==> src/rtl/uart_tx_fifo.sv <==
// uart_tx_fifo: FIFO-buffered 8N1 UART transmitter; define UART_TX_FIFO_PARITY_EN for an even parity bit
module uart_tx_fifo #(
    parameter int CLK_HZ       = 100000000,
    parameter int BIT_RATE     = 115200,
    parameter int PAYLOAD_BITS = 8,
    parameter int FIFO_DEPTH   = 16
) (
    input  logic                          clk,
    input  logic                          resetn,
    input  logic [PAYLOAD_BITS-1:0]       s_data,
    input  logic                          s_valid,
    output logic                          s_ready,
    output logic                          uart_txd,
    output logic                          tx_busy,
    output logic [$clog2(FIFO_DEPTH):0]   fifo_count
);
    localparam int CPB = CLK_HZ / BIT_RATE;
    localparam int CW  = CPB > 1 ? $clog2(CPB) : 1;
    localparam int BW  = $clog2(PAYLOAD_BITS + 1);
    localparam int AW  = $clog2(FIFO_DEPTH);
    localparam logic [CW-1:0] LAST_CYC = CW'(CPB - 1);
    localparam logic [BW-1:0] LAST_BIT = BW'(PAYLOAD_BITS - 1);
    localparam logic [AW:0]   FULL     = (AW + 1)'(FIFO_DEPTH);

`ifdef UART_TX_FIFO_PARITY_EN
    typedef enum logic [2:0] {IDLE, START, DATA, PARITY, STOP} state_t;
    localparam state_t AFTER_DATA = PARITY;
`else
    typedef enum logic [2:0] {IDLE, START, DATA, STOP} state_t;
    localparam state_t AFTER_DATA = STOP;
`endif

    state_t                  state_q, state_d;
    logic [CW-1:0]           cyc_q, cyc_d;
    logic [BW-1:0]           bit_q, bit_d;
    logic [PAYLOAD_BITS-1:0] shift_q, shift_d;
    logic [AW-1:0]           wr_ptr_q, wr_ptr_d, rd_ptr_q, rd_ptr_d;
    logic [AW:0]             count_q, count_d;
    logic                    txd_q, txd_d;
    logic [PAYLOAD_BITS-1:0] mem_q [FIFO_DEPTH];
    logic                    push, pop, tick;
`ifdef UART_TX_FIFO_PARITY_EN
    logic                    parity_q, parity_d;
`endif

    assign s_ready    = count_q != FULL;
    assign fifo_count = count_q;
    assign tx_busy    = (state_q != IDLE) || (count_q != '0);
    assign uart_txd   = txd_q;

    // FIFO storage: payload needs no reset, only the pointers do
    always_ff @(posedge clk) begin
        if (push) mem_q[wr_ptr_q] <= s_data;
    end

    // FIFO pointer and occupancy bookkeeping
    always_comb begin
        push     = s_valid && s_ready;
        wr_ptr_d = push ? wr_ptr_q + AW'(1) : wr_ptr_q;
        rd_ptr_d = pop ? rd_ptr_q + AW'(1) : rd_ptr_q;
        count_d  = count_q + (AW + 1)'(push) - (AW + 1)'(pop);
    end

    // Frame sequencing: bit-period timing, shifting and FIFO pops
    always_comb begin
        state_d = state_q;
        bit_d   = bit_q;
        shift_d = shift_q;
        pop     = 1'b0;
        tick    = cyc_q == LAST_CYC;
        cyc_d   = (state_q == IDLE || tick) ? '0 : cyc_q + CW'(1);
        case (state_q)
            IDLE:  pop = count_q != '0;
            START: state_d = tick ? DATA : START;
            DATA: begin
                if (tick && bit_q == LAST_BIT) begin
                    state_d = AFTER_DATA;
                end else if (tick) begin
                    shift_d = shift_q >> 1;
                    bit_d   = bit_q + BW'(1);
                end
            end
`ifdef UART_TX_FIFO_PARITY_EN
            PARITY: state_d = tick ? STOP : PARITY;
`endif
            STOP: begin
                pop     = tick && count_q != '0;
                state_d = tick ? IDLE : STOP;
            end
            default: state_d = IDLE;
        endcase
        if (pop) begin
            state_d = START;
            shift_d = mem_q[rd_ptr_q];
            bit_d   = '0;
        end
    end

    // Line level follows the next state so uart_txd comes straight from a flop
    always_comb begin
        txd_d = state_d == START ? 1'b0 : state_d == DATA ? shift_d[0] : 1'b1;
`ifdef UART_TX_FIFO_PARITY_EN
        parity_d = pop ? ^mem_q[rd_ptr_q] : parity_q;
        if (state_d == PARITY) txd_d = parity_d;
`endif
    end

    // State registers; reset aborts any frame and drops queued bytes
    always_ff @(posedge clk or negedge resetn) begin
        if (!resetn) begin
            state_q  <= IDLE;
            cyc_q    <= '0;
            bit_q    <= '0;
            shift_q  <= '0;
            wr_ptr_q <= '0;
            rd_ptr_q <= '0;
            count_q  <= '0;
            txd_q    <= 1'b1;
        end else begin
            state_q  <= state_d;
            cyc_q    <= cyc_d;
            bit_q    <= bit_d;
            shift_q  <= shift_d;
            wr_ptr_q <= wr_ptr_d;
            rd_ptr_q <= rd_ptr_d;
            count_q  <= count_d;
            txd_q    <= txd_d;
        end
    end

`ifdef UART_TX_FIFO_PARITY_EN
    // Parity of the byte in flight, captured when it leaves the FIFO
    always_ff @(posedge clk or negedge resetn) begin
        if (!resetn) parity_q <= 1'b0;
        else parity_q <= parity_d;
    end
`endif
endmodule
==> config.mk <==
export PLATFORM = sky130hd
export DESIGN_NAME = uart_tx_fifo
export DESIGN_NICKNAME = d
export VERILOG_FILES = /design/src/rtl/uart_tx_fifo.sv
export SDC_FILE = /design/constraint.sdc
export NUM_CORES = 1
export LEC_CHECK = 0
export CAP_MARGIN = 25
export CORE_MARGIN = 4
export CORE_UTILIZATION = 40
export CTS_CLUSTER_DIAMETER = 150
export DETAILED_ROUTE_END_ITERATION = 16
export PLACE_DENSITY = 0.67
export REMOVE_ABC_BUFFERS = 1
export SYNTH_ARGS = -nofsm -noshare
export SYNTH_HDL_FRONTEND = slang
export SYNTH_SLANG_ARGS = --single-unit
export TNS_END_PERCENT = 5
==> constraint.sdc <==
create_clock -name clk -period 6.7 [get_ports clk]
set_input_delay 1.34 -clock clk [delete_from_list [all_inputs] [get_ports clk]]
set_output_delay 1.34 -clock clk [all_outputs]
set_load 0.02 [all_outputs]
* Word-level counts from Yosys, hierarchy flattened
Memory sizes are Yosys's and may differ from the RTL's. Cells that the tools add are included.
Cells by class: add/sub/neg operators 6, equality and inequality tests 9, muxes and demuxes 19, reduce and logical (&&, ||, !) cells 11
Operator list (number):
- $mux 8 | 4
- $mux 4 | 4
- $add 4x1->4 const B | 3
- $pmux 3 s4 | 1
- $add 10x1->10 const B | 1
- $eq 10x10->1 const B | 1
- $mux 10 | 1
- $eq 3x2->1 const B | 3
- $eq 3x1->1 const B | 2
- $mux 3 | 2
- $add 5x1->5 | 1
- $ne 5x5->1 const B | 1
- $reduce_bool 5->1 | 1
- $sub 5x1->5 | 1
- $eq 4x3->1 const B | 1
- $mux 1 | 4
- $mux 2 | 2
- $reduce_bool 2->1 | 2
- $logic_and 1x1->1 | 3
- $logic_not 3->1 | 1
- $reduce_and 3->1 | 1
- $reduce_bool 3->1 | 1
- $logic_or 1x1->1 | 2
- $ne 2x2->1 const B | 1
- $pmux 1 s2 | 1
Storage, ports and cells: register bits after elaboration 39, memory bits (writable) 128, input port bits 11, word-level logic and storage cells 55, memories kept 1
Memory list:
- mem_q | depth 16, width 8, read ports 1, clocked after memory_dff 0, write ports 1, RTL line 40 | logic [PAYLOAD_BITS-1:0] mem_q [FIFO_DEPTH];

* Longest topological paths before layout
Gate-level depths: netlist of the first run.
depth after elaboration 8, depth in mapped cells 14

* Worst setup path before layout of the first run
Ideal clock, no wire load.
kind in2reg, start point in s_valid, end point reg count_q[4] (netlist: fifo_count[4]), setup time 123 ps, arrival time 2930 ps, path slack 3647 ps, stages on the path 11, path buffers 1, cell sequence and2_1 clkbuf_2 inv_1 ha_1 inv_1 ha_1 fa_1 a21oi_1 nor2_1 nor2_1 xnor2_1
Between the ends: word-level cells in the longest chain between the ends 3
Ends and longest elaborated chain:
- from (decl) | RTL line 11 | input logic s_valid,
- $logic_and 1x1->1 | RTL line 58 | push = s_valid && s_ready;
- $add 5x1->5 | RTL line 61 | count_d = count_q + (AW + 1)'(push) - (AW + 1)'(pop);
- $sub 5x1->5 | RTL line 61
- net count_d[4] | RTL line 38 | logic [AW:0] count_q, count_d;
- to (signal assigned) | RTL line 126 | count_q <= count_d;
- to (decl) | RTL line 38
The timed path passes the listed nets, and every way through them passes these cells. A chain may end at the register's enable or synchronous reset.

* Final worst setup path of the first run
start point reg count_q[3] (netlist: fifo_count[3]), end point out tx_busy
Between the ends: word-level cells in the longest chain between the ends 2
Ends and longest elaborated chain:
- $reduce_bool 5->1 | RTL line 48 | assign tx_busy = (state_q != IDLE) || (count_q != '0);
- $logic_or 1x1->1 | RTL line 48
- to (decl) | RTL line 14 | output logic tx_busy,
Every way passes these cells.

==> flow_summary_export.csv, run 1 <==
group,metric,value,unit
drt,num_vias,3494,
sta,rsz0062_at_grt,"false",
clock_tree,cts_max_level,4,
drt,drt-pass1-iter-count,4,
setup_path,cp-start-kind,"register",
logic_synthesis,ys_async_sr_fraction,0.2335,
final_layout,area_delta_synth_final,14.43,%
grt,grt_pass1_wl,20480,um
grt,grt_pass1_vias,3611,
grt,grt_usage,0.1380,
clock_tree,path_clk_slew,0.07,ns
grt,antenna_found_initial,0,
flow_run,drv_cap,0,
grt,grt_max_degree,40,
drt,totalWireLength,12560,um
clock_tree,cts_max_path_buffers,2,
pwr,ir_drop,217.8,uV
setup_path,worstPathRequired,5.36,ns
sta,finalMaxSlewViolations,0,
sta,maxSlewHeadroom,0.4119,
drt,viasPerCell,5.246,
final_layout,antenna_cells,0,
sta,period_needed,3.712,ns
logic_synthesis,synth.top_cells.by_count,"edfxtp_1, dfrtp_1, mux4_2",
clock_tree,post_cts.repair.setup_buffers,0,
drt,drt_iter0_drc,337,
setup_path,worstPathArrival,2.37,ns
placed_design,port_buffers,18,
sta,clock_skew,0.009357,ns
final_layout,fin_nets,458,
placed_design,place_congestion,0.7780,
die,start_util,0.4133,
sta,worst_pin_slew,0.8822,ns
sta,hold_viol_final,0,
logic_synthesis,yosysTopAreaCell,"edfxtp_1",
clock_tree,clock-sinks,167,
setup_path,worstSetupEndpointType,"output port",
logic_synthesis,netlist_instances,406,
hold_path,hold_class,"register to register",
logic_synthesis,synth_area,6952,um^2
logic_synthesis,synth_top_area_share,0.5529,
die,ios,19,
die,row_count,47,
grt,grt.overflow.total,0,
pwr,p_leak,2.749,nW
logic_synthesis,ys_ff_latch,167,
logic_synthesis,synth_cell_types,49,
final_layout,drive_gt1_frac,0.1883,
logic_synthesis,yosysSeqAreaShare,0.6935,
drt,ant_nets,0,
clock_tree,ctsHoldBuffers,0,
sta,setup_tns,0,ns
setup_path,cp_max_fo,4,
pwr,power-per-cell-area,406.8,nW/um^2
drt,drc,0,
clock_tree,insertion_delay,0.42,ns
clock_tree,numCtsBuffers,17,
setup_path,path_class,"register to output port",
logic_synthesis,synth.most_common_cell,"edfxtp_1",
drt,wl_per_cell,18.86,um
die,die_h,139.8,um
die,core_area,16820,um^2
die,dieArea,19550,um^2
clock_tree,cts_root_buffer,"clkbuf_16",
clock_tree,ctsResizeCount,0,
logic_synthesis,avgSynthCellArea,17.12,um^2
sta,max_freq,269.4,MHz
logic_synthesis,ys_warn_count,0,
sta,setup_violations,0,
logic_synthesis,synth.area.top_cells,"edfxtp_1, dfrtp_1, mux4_2",
logic_synthesis,synth_ff_type,"edfxtp_1",
die,die_x,139.8,um
placed_design,hpwl,8122,um
sta,period_share,0.5540,
final_layout,utilization,0.4730,
clock_tree,cts_tree,"yes",
logic_synthesis,synth_edf_count,128,
status,outcome,"finished, final reports clean",
==> state kept, by name (all words and copies together) (netlist names) <==
register and cells:
mem_q 128, bit_q 4, uart_txd 1, state_q 3
wr_ptr_q 4, rd_ptr_q 4, fifo_count 5, cyc_q 10
shift_q 8
==> logic make-up (layout without fill, tap and decap cells) <==
family,count (synthesis),in the layout,synth area share
AOI/OAI and AO/OA,35,35,0.03492
xor gates and xnor gates,21,21,0.02754
adders and majority gates,14,14,0.02628
buffers and inverters,32,72,0.02250
DFF,167,167,0.6935
muxes,45,45,0.1245
other,1,1,0.0005394
and+or+nand+nor,91,91,0.07019
==> metal layers <==
layer	vias up	track usage	part of all wire
li1	1611	-	-
met1	1799	0.1878	0.43
met2	72	0.2168	0.50
met3	12	0.03877	0.061
met4	0	0.04437	0.013
met5	-	0	0
==> critical path: stages, from the launching register on <==
cell and delay (ns):
dfrtp_1 0.41, inv_1 0.09, ha_1 0.16, nor4b_2 0.54
nand3b_1 0.17, clkdlybuf4s50_1 0.57
==> worst paths after layout <==
path / start / end / slack (ns) / depth (start not counted)
min: cyc_q[0] / cyc_q[0] / 0.51 / 1
max in group asynchronous: resetn / rd_ptr_q[0] / 5.06 / 1
max: fifo_count[3] / tx_busy / 2.99 / 5
min in group asynchronous: resetn / cyc_q[7] / 1.03 / 1
min reg2reg: cyc_q[0] / cyc_q[0] / 0.51 / 1
max reg2reg: cyc_q[0] / fifo_count[4] / 3.66 / 13
==> through the flow <==
| stage | instances | setup WS [ns] | cell area [um^2] | hold WS, ns | power, mW |
|---|---|---|---|---|---|
| 2_1_floorplan | 389 | 3.651 | 6852 | 0.4473 | 2.017 |
| 3_3_place_gp | 634 | 3.052 | 7356 | 0.4697 | 2.276 |
| 3_5_place_dp | 634 | 3.015 | 7356 | 0.5003 | 2.298 |
| 4_1_cts | 666 | 2.942 | 7955 | 0.5093 | 3.275 |
| 5_1_grt | 666 | 2.858 | 7955 | 0.5339 | 3.425 |
| 6_report | 666 | 2.988 | 7955 | 0.5060 | 3.236 |
==> area by class of cell <==
cell class	count	area, um^2
fill	1429	8864
sequential	167	4822
multi-input combinational	207	1974
clock buffer	17	425.4
tap	220	275.3
timing repair buffer	25	227.7
clock inverter	15	173.9
inverter	15	56.30
==> cells in the final DEF (no fill, tap or decap), drive strengths merged, types with 2 or more instances in the layout <==
| cell type | instances |
|---|---|
| mux4 | 33 |
| clkinv | 4 |
| a21oi | 3 |
| a211oi | 2 |
| nand2 | 19 |
| and3 | 2 |
| a22oi | 13 |
| o21ai | 11 |
| nand3 | 8 |
| xor2 | 10 |
| ha | 13 |
| clkinvlp | 6 |
| nor2b | 3 |
| xnor2 | 11 |
| nor3b | 2 |
| edfxtp | 128 |
| and2 | 11 |
| mux2 | 2 |
| nor4 | 4 |
| bufinv | 2 |
| nand4 | 6 |
| buf | 8 |
| nor3 | 3 |
| nor2 | 25 |
| inv | 18 |
| clkdlybuf4s50 | 17 |
| nand3b | 2 |
| mux2i | 10 |
| dfrtp | 38 |
| nor4b | 2 |
| clkbuf | 17 |
==> report_power, final <==
part / internal, mW / switching (mW)
Clock: 0.557 / 0.418
Sequential: 1.28 / 0.108
Combinational: 0.412 / 0.465
Note: power is estimated with default switching activity, not from simulation.
==> run 2: changes to the inputs <==
==> constraint.sdc (replaced) <==
create_clock -name clk -period 3.8 [get_ports clk]
set_input_delay 0.76 -clock clk [delete_from_list [all_inputs] [get_ports clk]]
set_output_delay 0.76 -clock clk [all_outputs]
set_load 0.02 [all_outputs]
==> flow_summary_export.csv, run 2 (synthesis results as in run 1) <==
group,metric,value,unit
grt,antenna_found_initial,0,
pwr,power-per-cell-area,707.6,nW/um^2
final_layout,area_delta_synth_final,14.24,%
placed_design,place_congestion,0.7659,
final_layout,largest_reg_flops,128,
drt,ant_nets,0,
setup_path,crit_buf_inv,2,
sta,hold_viol_final,0,
setup_path,worstPathArrival,2.36,ns
die,die_h,139.8,um
die,die_x,139.8,um
setup_path,path_class,"register to output port",
status,outcome,"finished, final reports clean",
clock_tree,cts_max_path_buffers,2,
final_layout,largest-register,"mem_q",
setup_path,critPathMaxStageDelay,0.58,ns
clock_tree,ctsHoldBuffers,0,
clock_tree,clock-sinks,167,
setup_path,path_cells,"inv_1 -> ha_1 -> nor4b_2 -> nand3b_1 -> clkdlybuf4s50_1",
die,core_area,16820,um^2
pwr,p_seq_frac,0.449,
sta,rsz0062_at_grt,"false",
drt,viasPerCell,5.221,
drt,wl_per_cell,18.21,um
die,start_util,0.4133,
setup_path,worstPathRequired,3.04,ns
pwr,p_sw,1.715,mW
sta,worst_pin_slew,0.8779,ns
clock_tree,cts_max_level,4,
sta,setup_violations,0,
die,ios,19,
final_layout,drive_gt1_frac,0.1911,
die,row_count,47,
grt,grt_pass1_vias,3638,
clock_tree,insertion_delay,0.42,ns
clock_tree,path_clk_slew,0.06,ns
sta,holdWs,0.4638,ns
sta,maxSlewHeadroom,0.4148,
setup_path,slowest_stage,"clkdlybuf4s50_1",
setup_path,cp_top_family,"simple AND/OR/NAND/NOR gates",
final_layout,antenna_cells,0,
pwr,internal-power,3.904,mW
placed_design,placed_cell_area,7386,um^2
final_layout,regArea,4822,um^2
drt,drt_iter0_drc,256,
pwr,pwr-share-comb,0.263,
drt,num_vias,3498,
clock_tree,cts_root_buffer,"clkbuf_16",
drt,drt-pass1-iter-count,5,
setup_path,cp-start-kind,"register",
clock_tree,numCtsBuffers,17,
sta,setup_tns,0,ns
flow_run,drv_cap,0,
pwr,ir_drop,388.1,uV
final_layout,final_area,7941,um^2
sta,period_needed,3.116,ns
placed_design,port_buffers,18,
final_layout,fin_nets,462,
setup_path,cp_max_fo,4,
final_layout,fillCellCount,1427,
setup_path,worstSetupEndpointType,"output port",
final_layout,layout_commonest_cell,"edfxtp_1",
final_layout,largestRegisters,"mem_q (128), cyc_q (10), shift_q (8)",
drt,drc,0,
clock_tree,post_cts.repair.setup_buffers,0,
placed_design,hpwl,8241,um
grt,grt.overflow.total,0,
pwr,swShare,0.3053,
sta,finalMaxSlewViolations,0,
final_layout,mostFrequentLayoutCells,"edfxtp_1, dfrtp_1, mux4_2, nor2_1, nand2_1",
placed_design,pre_cts_ws,0.6658,ns
die,dieArea,19550,um^2
pwr,p_clk_frac,0.288,
final_layout,utilization,0.4722,
pwr,p_leak,2.765,nW
hold_path,hold_class,"primary input to asynchronous set/reset pin",
grt,grt_usage,0.1355,
grt,grt_max_degree,40,
final_layout,multi_input_area,1974,um^2
sta,clock_skew,0.01071,ns
grt,grt_pass1_wl,20360,um
sta,fin_ws,0.6842,ns
sta,period_share,0.8199,
clock_tree,ctsResizeCount,0,
sta,max_freq,320.9,MHz
clock_tree,cts_tree,"yes",
drt,totalWireLength,12200,um
-- run 2: cell types whose count changed in the layout (fill, tap and decap cells not counted), sizes merged --
cell      delta
clkinvlp     -4
bufinv       -1
clkinv       +2
inv          +1
clkbuf       +2
buf          +4
-- run 2: path summary, 6_finish.rpt --
check | start | to | slack (ns) | depth (start not counted)
max in group asynchronous | resetn | rd_ptr_q[0] | 2.74 | 1
min in group clk | cyc_q[0] | cyc_q[0] | 0.48 | 1
worst max register to register | fifo_count[2] | fifo_count[4] | 0.99 | 12
worst min register to register | cyc_q[0] | cyc_q[0] | 0.48 | 1
worst min-delay path | resetn | cyc_q[9] | 0.46 | 1
worst max-delay path | fifo_count[2] | tx_busy | 0.68 | 5
-- run 2: per-stage QoR --
stage,power [mW],cells
2_1_floorplan,3.557,389
3_3_place_gp,4.022,638
3_5_place_dp,4.065,638
4_1_cts,5.686,670
5_1_grt,5.942,670
6_report,5.619,670
-- run 2: power groups by stage --
stage	registers, mW	clock network (mW)	logic [mW]
after detailed placement	2.57	0	1.50
after global placement	2.56	0	1.47
after global routing	2.57	1.74	1.63
final	2.52	1.62	1.48
after CTS	2.53	1.65	1.51
after floorplan	2.58	0	0.977
-- run 2: worst reg2reg max path, cell delays in order (launching register included) --
cell,delay [ns]
dfrtp_1,0.40
inv_1,0.09
ha_1,0.16
nor4b_2,0.56
a211oi_4,0.11
ha_1,0.31
inv_1,0.04
ha_1,0.19
fa_1,0.41
a21oi_1,0.15
nor2_1,0.06
nor2_1,0.12
xnor2_1,0.13
-- run 2: layer usage --
metal  wire length, um  vias to the layer above  GRT usage
li1                  -                     1616          -
met1              5659                     1807     0.1908
met2              5888                       62     0.2064
met3               499                       13    0.03636
met4               157                        0    0.04437
met5                 0                        -          0
-- run 2: area by class of cell --
| cell class | count | area share |
|---|---|---|
| multi-input cells | 207 | 0.2486 |
| flip-flops and latches | 167 | 0.6072 |
| inverters | 15 | 0.007090 |
| clock inverters | 13 | 0.01544 |
| well taps | 220 | 0.03466 |
| clock buffers | 19 | 0.05451 |
| repair buffers | 29 | 0.03246 |
==> run 3: changes to the inputs <==
--- a/config.mk
+++ b/config.mk
@@ -10,7 +10,7 @@
 export CORE_UTILIZATION = 40
 export CTS_CLUSTER_DIAMETER = 150
 export DETAILED_ROUTE_END_ITERATION = 16
-export PLACE_DENSITY = 0.67
+export PLACE_DENSITY = 0.69
 export REMOVE_ABC_BUFFERS = 1
 export SYNTH_ARGS = -nofsm -noshare
 export SYNTH_HDL_FRONTEND = slang
==> constraint.sdc (replaced) <==
create_clock -name clk -period 2.8 [get_ports clk]
set_input_delay 0.56 -clock clk [delete_from_list [all_inputs] [get_ports clk]]
set_output_delay 0.56 -clock clk [all_outputs]
set_load 0.02 [all_outputs]
==> flow_summary_export.csv, run 3 (synthesis results as in run 1) <==
group,metric,value,unit
drt,viasPerCell,5.170,
sta,holdWs,0.2536,ns
clock_tree,cts_max_level,4,
setup_path,worstSetupEndpointType,"register",
flow_run,drv_cap,0,
final_layout,largest_reg_flops,128,
pwr,power-per-cell-area,967.5,nW/um^2
die,core_area,16820,um^2
setup_path,worstPathArrival,2.92,ns
clock_tree,cts_root_buffer,"clkbuf_16",
final_layout,final_area,8051,um^2
final_layout,drive_gt1_frac,0.2057,
drt,totalWireLength,12380,um
placed_design,place_congestion,0.7675,
final_layout,fin_cells,677,
sta,max_freq,388.2,MHz
setup_path,cp-start-kind,"register",
placed_design,pre_cts_ws,0.1279,ns
grt,grt_pass1_vias,3662,
placed_design,placed_cell_area,7451,um^2
die,die_x,139.8,um
setup_path,worstPathRequired,3.14,ns
clock_tree,cts_tree,"yes",
hold_path,hold_class,"primary input to asynchronous set/reset pin",
drt,drc,0,
final_layout,fin_nets,469,
sta,setup_violations,0,
sta,worst_pin_slew,0.8676,ns
sta,fin_ws,0.2239,ns
sta,rsz0062_at_grt,"false",
status,outcome,"finished, final reports clean",
clock_tree,clock-sinks,167,
clock_tree,insertion_delay,0.42,ns
drt,num_vias,3500,
setup_path,r2r_slack,0.22,ns
setup_path,cp_max_fo,4,
sta,hold_viol_final,0,
drt,drt_iter0_drc,244,
placed_design,port_buffers,18,
drt,wl_per_cell,18.29,um
final_layout,layout_commonest_cell,"edfxtp_1",
final_layout,largest-register,"mem_q",
clock_tree,path_clk_slew,0.07,ns
grt,antenna_found_initial,0,
final_layout,utilization,0.4787,
die,row_count,47,
grt,grt.overflow.total,0,
pwr,finalPower,7.790,mW
final_layout,antenna_cells,0,
grt,grt_usage,0.1373,
final_layout,area_delta_synth_final,15.82,%
sta,maxSlewHeadroom,0.4216,
die,dieArea,19550,um^2
grt,grt_max_degree,40,
pwr,p_leak,2.821,nW
clock_tree,numCtsBuffers,17,
sta,setup_tns,0,ns
die,ios,19,
setup_path,path_class,"register to register",
drt,ant_nets,0,
clock_tree,ctsHoldBuffers,0,
final_layout,mostFrequentLayoutCells,"edfxtp_1, dfrtp_1, mux4_2, nor2_1, nand2_1",
sta,clock_skew,0.005873,ns
pwr,ir_drop,492.1,uV
die,start_util,0.4133,
clock_tree,cts_max_path_buffers,2,
placed_design,hpwl,8263,um
sta,finalMaxSlewViolations,0,
grt,grt_pass1_wl,20490,um
drt,drt-pass1-iter-count,4,
die,die_h,139.8,um
sta,period_needed,2.576,ns
final_layout,largestRegisters,"mem_q (128), cyc_q (10), shift_q (8)",
sta,period_share,0.9200,
placed_design,dp.cells,645,
==> run 3: cell types whose count changed in the layout (fill, tap and decap cells not counted), sizes merged <==
cell,previous run,this run
clkdlybuf4s50,17,16
clkinvlp,2,3
dlymetal6s2s,0,1
clkbuf,19,18
buf,12,19
inv,19,20
clkinv,6,4
bufinv,1,2
==> run 3: worst max-delay path: stages, from the launching register on <==
cell      delay, ns
dfrtp_1        0.38
ha_1           0.18
and4b_1        0.27
nand4_1        0.16
a211oi_4       0.27
ha_1           0.15
inv_1          0.04
ha_1           0.19
fa_1           0.41
a21oi_1        0.14
nor2_1         0.05
nor2_1         0.11
xnor2_1        0.13
==> run 3: path summary, 6_finish.rpt <==
path                           from       endpoint  cells after the start
min in group clk           cyc_q[0]       cyc_q[0]                      1
hold reg to reg            cyc_q[0]       cyc_q[0]                      1
setup reg to reg           cyc_q[0]  fifo_count[4]                     12
max in group asynchronous    resetn    rd_ptr_q[0]                      1
hold / removal               resetn    wr_ptr_q[0]                      1
setup / recovery           cyc_q[0]  fifo_count[4]                     12
==> run 3: what timing repair did <==
item                       4_1_cts  5_1_grt
setup endpoints to repair        0        2
resized for setup                0        1
buffers inserted                 0        0
==> run 3: power breakdown <==
part           internal, mW  leakage, nW  switching, mW
registers              3.05         1.65          0.254
clock network          1.34        0.282          0.985
logic                  1.04        0.893           1.12
total                  5.43         2.82           2.36
==> run 3: layout make-up <==
type / count / area (um^2)
repair buffers: 36 / 325.3
inverters: 15 / 56.30
clock inverters: 14 / 168.9
clock buffers: 18 / 429.2
fillers: 1420 / 8767
flip-flops and latches: 167 / 4822
well taps: 220 / 275.3
multi-input cells: 207 / 1974
==> run 3: layer usage <==
metal	up-vias	share of wire	GRT usage	routed length, um
li1	1632	-	-	-
met1	1790	0.44	0.1778	5411
met2	60	0.50	0.2239	6182
met3	18	0.046	0.03396	568
met4	0	0.018	0.05456	221
met5	-	0	0	0
